`config.mk`:
```
export PLATFORM = sky130hd
export DESIGN_NAME = bcd_key_entry_reg
export DESIGN_NICKNAME = d
export VERILOG_FILES = /design/src/rtl/bcd_key_entry_reg.sv
export SDC_FILE = /design/constraint.sdc
export NUM_CORES = 1
export LEC_CHECK = 0
export ABC_CLOCK_PERIOD_IN_PS = 4200
export CORE_ASPECT_RATIO = 2
export CORE_MARGIN = 4
export CORE_UTILIZATION = 50
export DETAILED_ROUTE_END_ITERATION = 10
export PLACE_DENSITY_LB_ADDON = 0.08
export SLEW_MARGIN = 20
export SYNTH_ARGS = -nofsm -noshare
export SYNTH_HDL_FRONTEND = slang
export SYNTH_SLANG_ARGS = --single-unit
```
`constraint.sdc`:
```
create_clock -name clk -period 4.2 [get_ports clk]
set_input_delay 0.84 -clock clk [delete_from_list [all_inputs] [get_ports clk]]
set_output_delay 0.84 -clock clk [all_outputs]
set_load 0.02 [all_outputs]
```
`src/rtl/bcd_key_entry_reg.sv`:
```
// Multi-digit decimal key entry: one evaluation per press, BCD shift-in accumulator,
// sticky first-cause error reporting and synchronous clear.
module bcd_key_entry_reg #(
    parameter int DIGITS   = 4,
    parameter int PRIORITY = 0
) (
    input  logic                  clk,
    input  logic                  rst_n,
    input  logic [9:0]            key,
    input  logic                  key_valid,
    input  logic                  clear,
    output logic [4*DIGITS-1:0]   bcd_out,
    output logic [3:0]            last_digit,
    output logic [3:0]            digit_count,
    output logic                  full,
    output logic                  key_accept,
    output logic                  err,
    output logic [1:0]            err_code
);
    localparam int        W        = 4 * DIGITS;
    localparam logic [3:0] DIGITS_L = 4'(DIGITS);

    typedef enum logic {IDLE = 1'b0, HELD = 1'b1} state_t;

    state_t       state_reg, state_next;
    logic [W-1:0] bcd_reg, bcd_next;
    logic [3:0]   last_reg, last_next;
    logic [3:0]   count_reg, count_next;
    logic         full_reg, full_next;
    logic         accept_reg, accept_next;
    logic         err_reg, err_next;
    logic [1:0]   code_reg, code_next;

    logic [3:0]   enc_digit;
    logic         no_key, multi_hot;
    logic         press, press_accept, press_err;
    logic [1:0]   press_code;
    logic [W-1:0] shifted;

    // Highest set index wins; for a one-hot key this is simply its index.
    always_comb begin
        enc_digit = 4'd0;
        for (int i = 0; i < 10; i++) begin
            if (key[i]) enc_digit = 4'(i);
        end
    end

    assign no_key    = (key == 10'd0);
    assign multi_hot = |(key & (key - 10'd1));

    generate
        for (genvar gi = 0; gi < DIGITS; gi++) begin : g_shift
            if (gi == 0) begin : g_lsd
                assign shifted[3:0] = enc_digit;
            end else begin : g_upper
                assign shifted[4*gi +: 4] = bcd_reg[4*(gi-1) +: 4];
            end
        end
    endgenerate

    // State register
    always_ff @(posedge clk or negedge rst_n) begin
        if (!rst_n) state_reg <= IDLE;
        else        state_reg <= state_next;
    end

    // Next-state logic; clear with the key still down parks in HELD so it is not re-captured
    always_comb begin
        state_next = state_reg;
        if (clear) begin
            state_next = key_valid ? HELD : IDLE;
        end else begin
            case (state_reg)
                IDLE:    if (key_valid)  state_next = HELD;
                HELD:    if (!key_valid) state_next = IDLE;
                default: state_next = IDLE;
            endcase
        end
    end

    // Output logic: evaluate a press on the IDLE->HELD edge only
    always_comb begin
        press        = (state_reg == IDLE) && key_valid && !clear;
        press_accept = 1'b0;
        press_err    = 1'b0;
        press_code   = 2'b00;
        if (press) begin
            if (no_key) begin
                press_err  = 1'b1;
                press_code = 2'b01;
            end else if (multi_hot && (PRIORITY == 0)) begin
                press_err  = 1'b1;
                press_code = 2'b10;
            end else if (full_reg) begin
                press_err  = 1'b1;
                press_code = 2'b11;
            end else begin
                press_accept = 1'b1;
            end
        end
    end

    always_comb begin
        bcd_next    = bcd_reg;
        last_next   = last_reg;
        count_next  = count_reg;
        accept_next = 1'b0;
        err_next    = err_reg;
        code_next   = code_reg;
        if (clear) begin
            bcd_next   = '0;
            last_next  = 4'd0;
            count_next = 4'd0;
            err_next   = 1'b0;
            code_next  = 2'b00;
        end else begin
            if (press_accept) begin
                bcd_next    = shifted;
                last_next   = enc_digit;
                count_next  = count_reg + 4'd1;
                accept_next = 1'b1;
            end
            // Only the first error cause is kept until clear or reset
            if (press_err && !err_reg) code_next = press_code;
            err_next = err_reg | press_err;
        end
        full_next = (count_next == DIGITS_L);
    end

    always_ff @(posedge clk or negedge rst_n) begin
        if (!rst_n) begin
            bcd_reg    <= '0;
            last_reg   <= 4'd0;
            count_reg  <= 4'd0;
            full_reg   <= 1'b0;
            accept_reg <= 1'b0;
            err_reg    <= 1'b0;
            code_reg   <= 2'b00;
        end else begin
            bcd_reg    <= bcd_next;
            last_reg   <= last_next;
            count_reg  <= count_next;
            full_reg   <= full_next;
            accept_reg <= accept_next;
            err_reg    <= err_next;
            code_reg   <= code_next;
        end
    end

    assign bcd_out     = bcd_reg;
    assign last_digit  = last_reg;
    assign digit_count = count_reg;
    assign full        = full_reg;
    assign key_accept  = accept_reg;
    assign err         = err_reg;
    assign err_code    = code_reg;
endmodule
```
==> results.cfg <==
[route]
post_drt_wl_per_cell_um = 15.0
drt_iter0_drc = 28
post-route-drc-count = 0
routed_wl_um = 3080
via_per_inst = 5.69
drt_first_pass_iters = 4
route.vias.total = 1167
final_antenna_net_count = 0

[die]
start_util_pct = 52.7
die_area_um2 = 3940
dieHeight_um = 84.9
io_pins = 43
die_x_um = 46.4
rows = 27
core_area_um2 = 2800

[logic_synthesis]
synthDistinctLibCells = 38
syn-cell-area_um2 = 1480
synthAdderAreaFrac_pct = 1.53
synth.most_common_cell = dfrtp_1
netlist_instances = 138
ys_ff_latch = 26
yosysTopAreaCell = dfrtp_1
synth_ff_type = dfrtp_1
synth_nets = 153
ys_top_cells_by_area = dfrtp_1, mux2_2, mux2i_1
syn_avg_cell_area_um2 = 10.7
synthXorXnorAreaFrac_pct = 0.593
yosys.area_share.simple_pct = 20.3
synth.mux.area_fraction_pct = 15.7
ys_seq_area_share_pct = 44.1
synth_top_area_share_pct = 44.1
synth_top_family_by_area = simple AND/OR/NAND/NOR gates
synth_commonest_cells = dfrtp_1, nor3_1, mux2_2, nor2b_1, nor2_1
synth_compound_area_share_pct = 10.1
synth_warnings = 0
synth-edff-count = 0
async_flop_share_pct = 100

[cells_and_area]
fin_util_pct = 68.1
stdcell_area_um2 = 1910
diodes = 0
nets = 193
instances_no_fill = 205
drive_gt1_share_pct = 14.8
syn2layout_area_growth_pct = 29.2
largest_reg_flops = 16

[outcome]
outcome = finished clean

[timing]
setup_viol = 0
worstMarginPinSlew_ps = 518
whs_ps = 534
finalHoldViolations = 0
fmax_mhz = 310
fin_crit_ps = 3220
rsz0062_at_grt = false
setup_ws_ps = 976
setup_tns_ps = 0
fin_crit_sh_pct = 76.8
relSlewSlack_pct = 65.2
slew_violations = 0
clock_skew_ps = 4.10

[critical_path]
end_kind = register
cp_max_fo = 19
ff2ff_setup_slack_ps = 2440
slowest_delay_ps = 590
slowest_stage = or4_4
cp_top_family = simple AND/OR/NAND/NOR gates
startpoint_type = primary input
r2r-end = bcd_out[6]
path_cells = clkdlybuf4s50_1 > or4_4 > a2111oi_4 > o32ai_2 > or3_1 > buf_4 > mux2_4
r2r-start = state_reg
worstPathRequired_ps = 4360
critPathKind = in2reg
crit_arrival_ps = 3380
critPathBufInv = 2
reg2reg_depth = 6

[worst_hold_path]
hold_path_end = bcd_out[8]
min_path_cells = 1
hold_path.class = reg2reg
hp-start = bcd_out[4]

[placement]
dp_cells = 202
place_area_um2 = 1870
numPortBuffers = 42
dp_hpwl_um = 2400
pre_cts_slack_ps = 702
gp_congestion = 0.862

[grt]
antenna_found_initial = 0
busiest_layer = met2
gr-usage-met2_pct = 29.0
grt_pass1_vias = 1163
grtUsageMet1_pct = 21.9
grt_max_degree = 27
grt-ovfl-total = 0
gr-usage-met3_pct = 2.34
track_usage_pct = 17.6
grt_pass1_wl_um = 5280

[clocking]
post_cts_resized = 0
cts_hold_buf = 0
cts_tree = yes
path_clk_slew_ps = 80
cts_max_level = 1
cts-buffers-inserted = 3
post_cts_buffers = 0
clock_latency_ps = 270
clock_path_buffers = 2
clock-root-buffer = clkbuf_8
numClockSinks = 26

[job]
maxCapViolations = 0

[pwr]
vdd_drop_max_mv = 0.178
total_power_uw = 441
power_density_nw_per_um2 = 231
p_leak_nw = 0.846
## layer usage
metal  part of all wire (%)  routed length, um
met2                     53               1630
met3                    4.8                149
met1                     39               1210
met5                      0                  0
met4                    2.8                 86
## power by group
group | internal, mW | switching, mW | leakage [nW]
combinational | 0.0224 | 0.0272 | 0.465
sequential | 0.252 | 0.00190 | 0.359
clock | 0.0642 | 0.0729 | 0.0216
total | 0.339 | 0.102 | 0.846
## how the worst max path moves through the flow
stage                start  cells after the start             end  slack, ps
floorplan           key[3]                      8      bcd_out[5]       1170
global placement    key[3]                      7  digit_count[1]        750
detailed placement  key[2]                      7      bcd_out[6]        700
CTS                 key[2]                      7      bcd_out[6]        990
global route        key[2]                      7      bcd_out[6]        880
finish              key[2]                      7      bcd_out[6]        980
## cell usage in the layout (no fill, tap or decap), types with 2 or more instances in the layout
cell type	count
clkdlybuf4s50_1	42
dfrtp_1	26
nor3_1	11
nor2b_1	9
mux2_2	9
nor2_1	8
nand2_1	7
mux2i_1	7
inv_1	6
nand2b_1	5
a21oi_1	5
nor4_1	4
mux2_4	4
or2_2	3
clkbuf_8	3
buf_4	3
a211oi_1	2
nand3_1	2
and2b_1	2
o31ai_1	2
## cell families after synthesis
kind of cell               after synthesis
DFF                                     26
buffers and inverters                   17
and+or+nand+nor                         55
AOI/OAI and AO/OA                       17
muxes                                   20
xor gates and xnor gates                 1
adders and majority gates                2
## cell type report
| type | instances | area (um^2) |
|---|---|---|
| Sequential cell | 26 | 651 |
| Timing Repair Buffer | 45 | 443 |
| Clock buffer | 3 | 41.3 |
| Fill cell | 239 | 896 |
| Multi-Input combinational cell | 95 | 711 |
| Tap cell | 29 | 36.3 |
| Inverter | 7 | 26.3 |
## worst reg2reg max path, delay by kind of cell (launching register included)
| kind | cells | cell delay, ps |
|---|---|---|
| buffers and inverters | 1 | 230 |
| flip-flops | 1 | 360 |
| AND/OR/NAND/NOR | 4 | 740 |
| multiplexers | 1 | 330 |
Note: power is estimated with default switching activity, not from simulation.
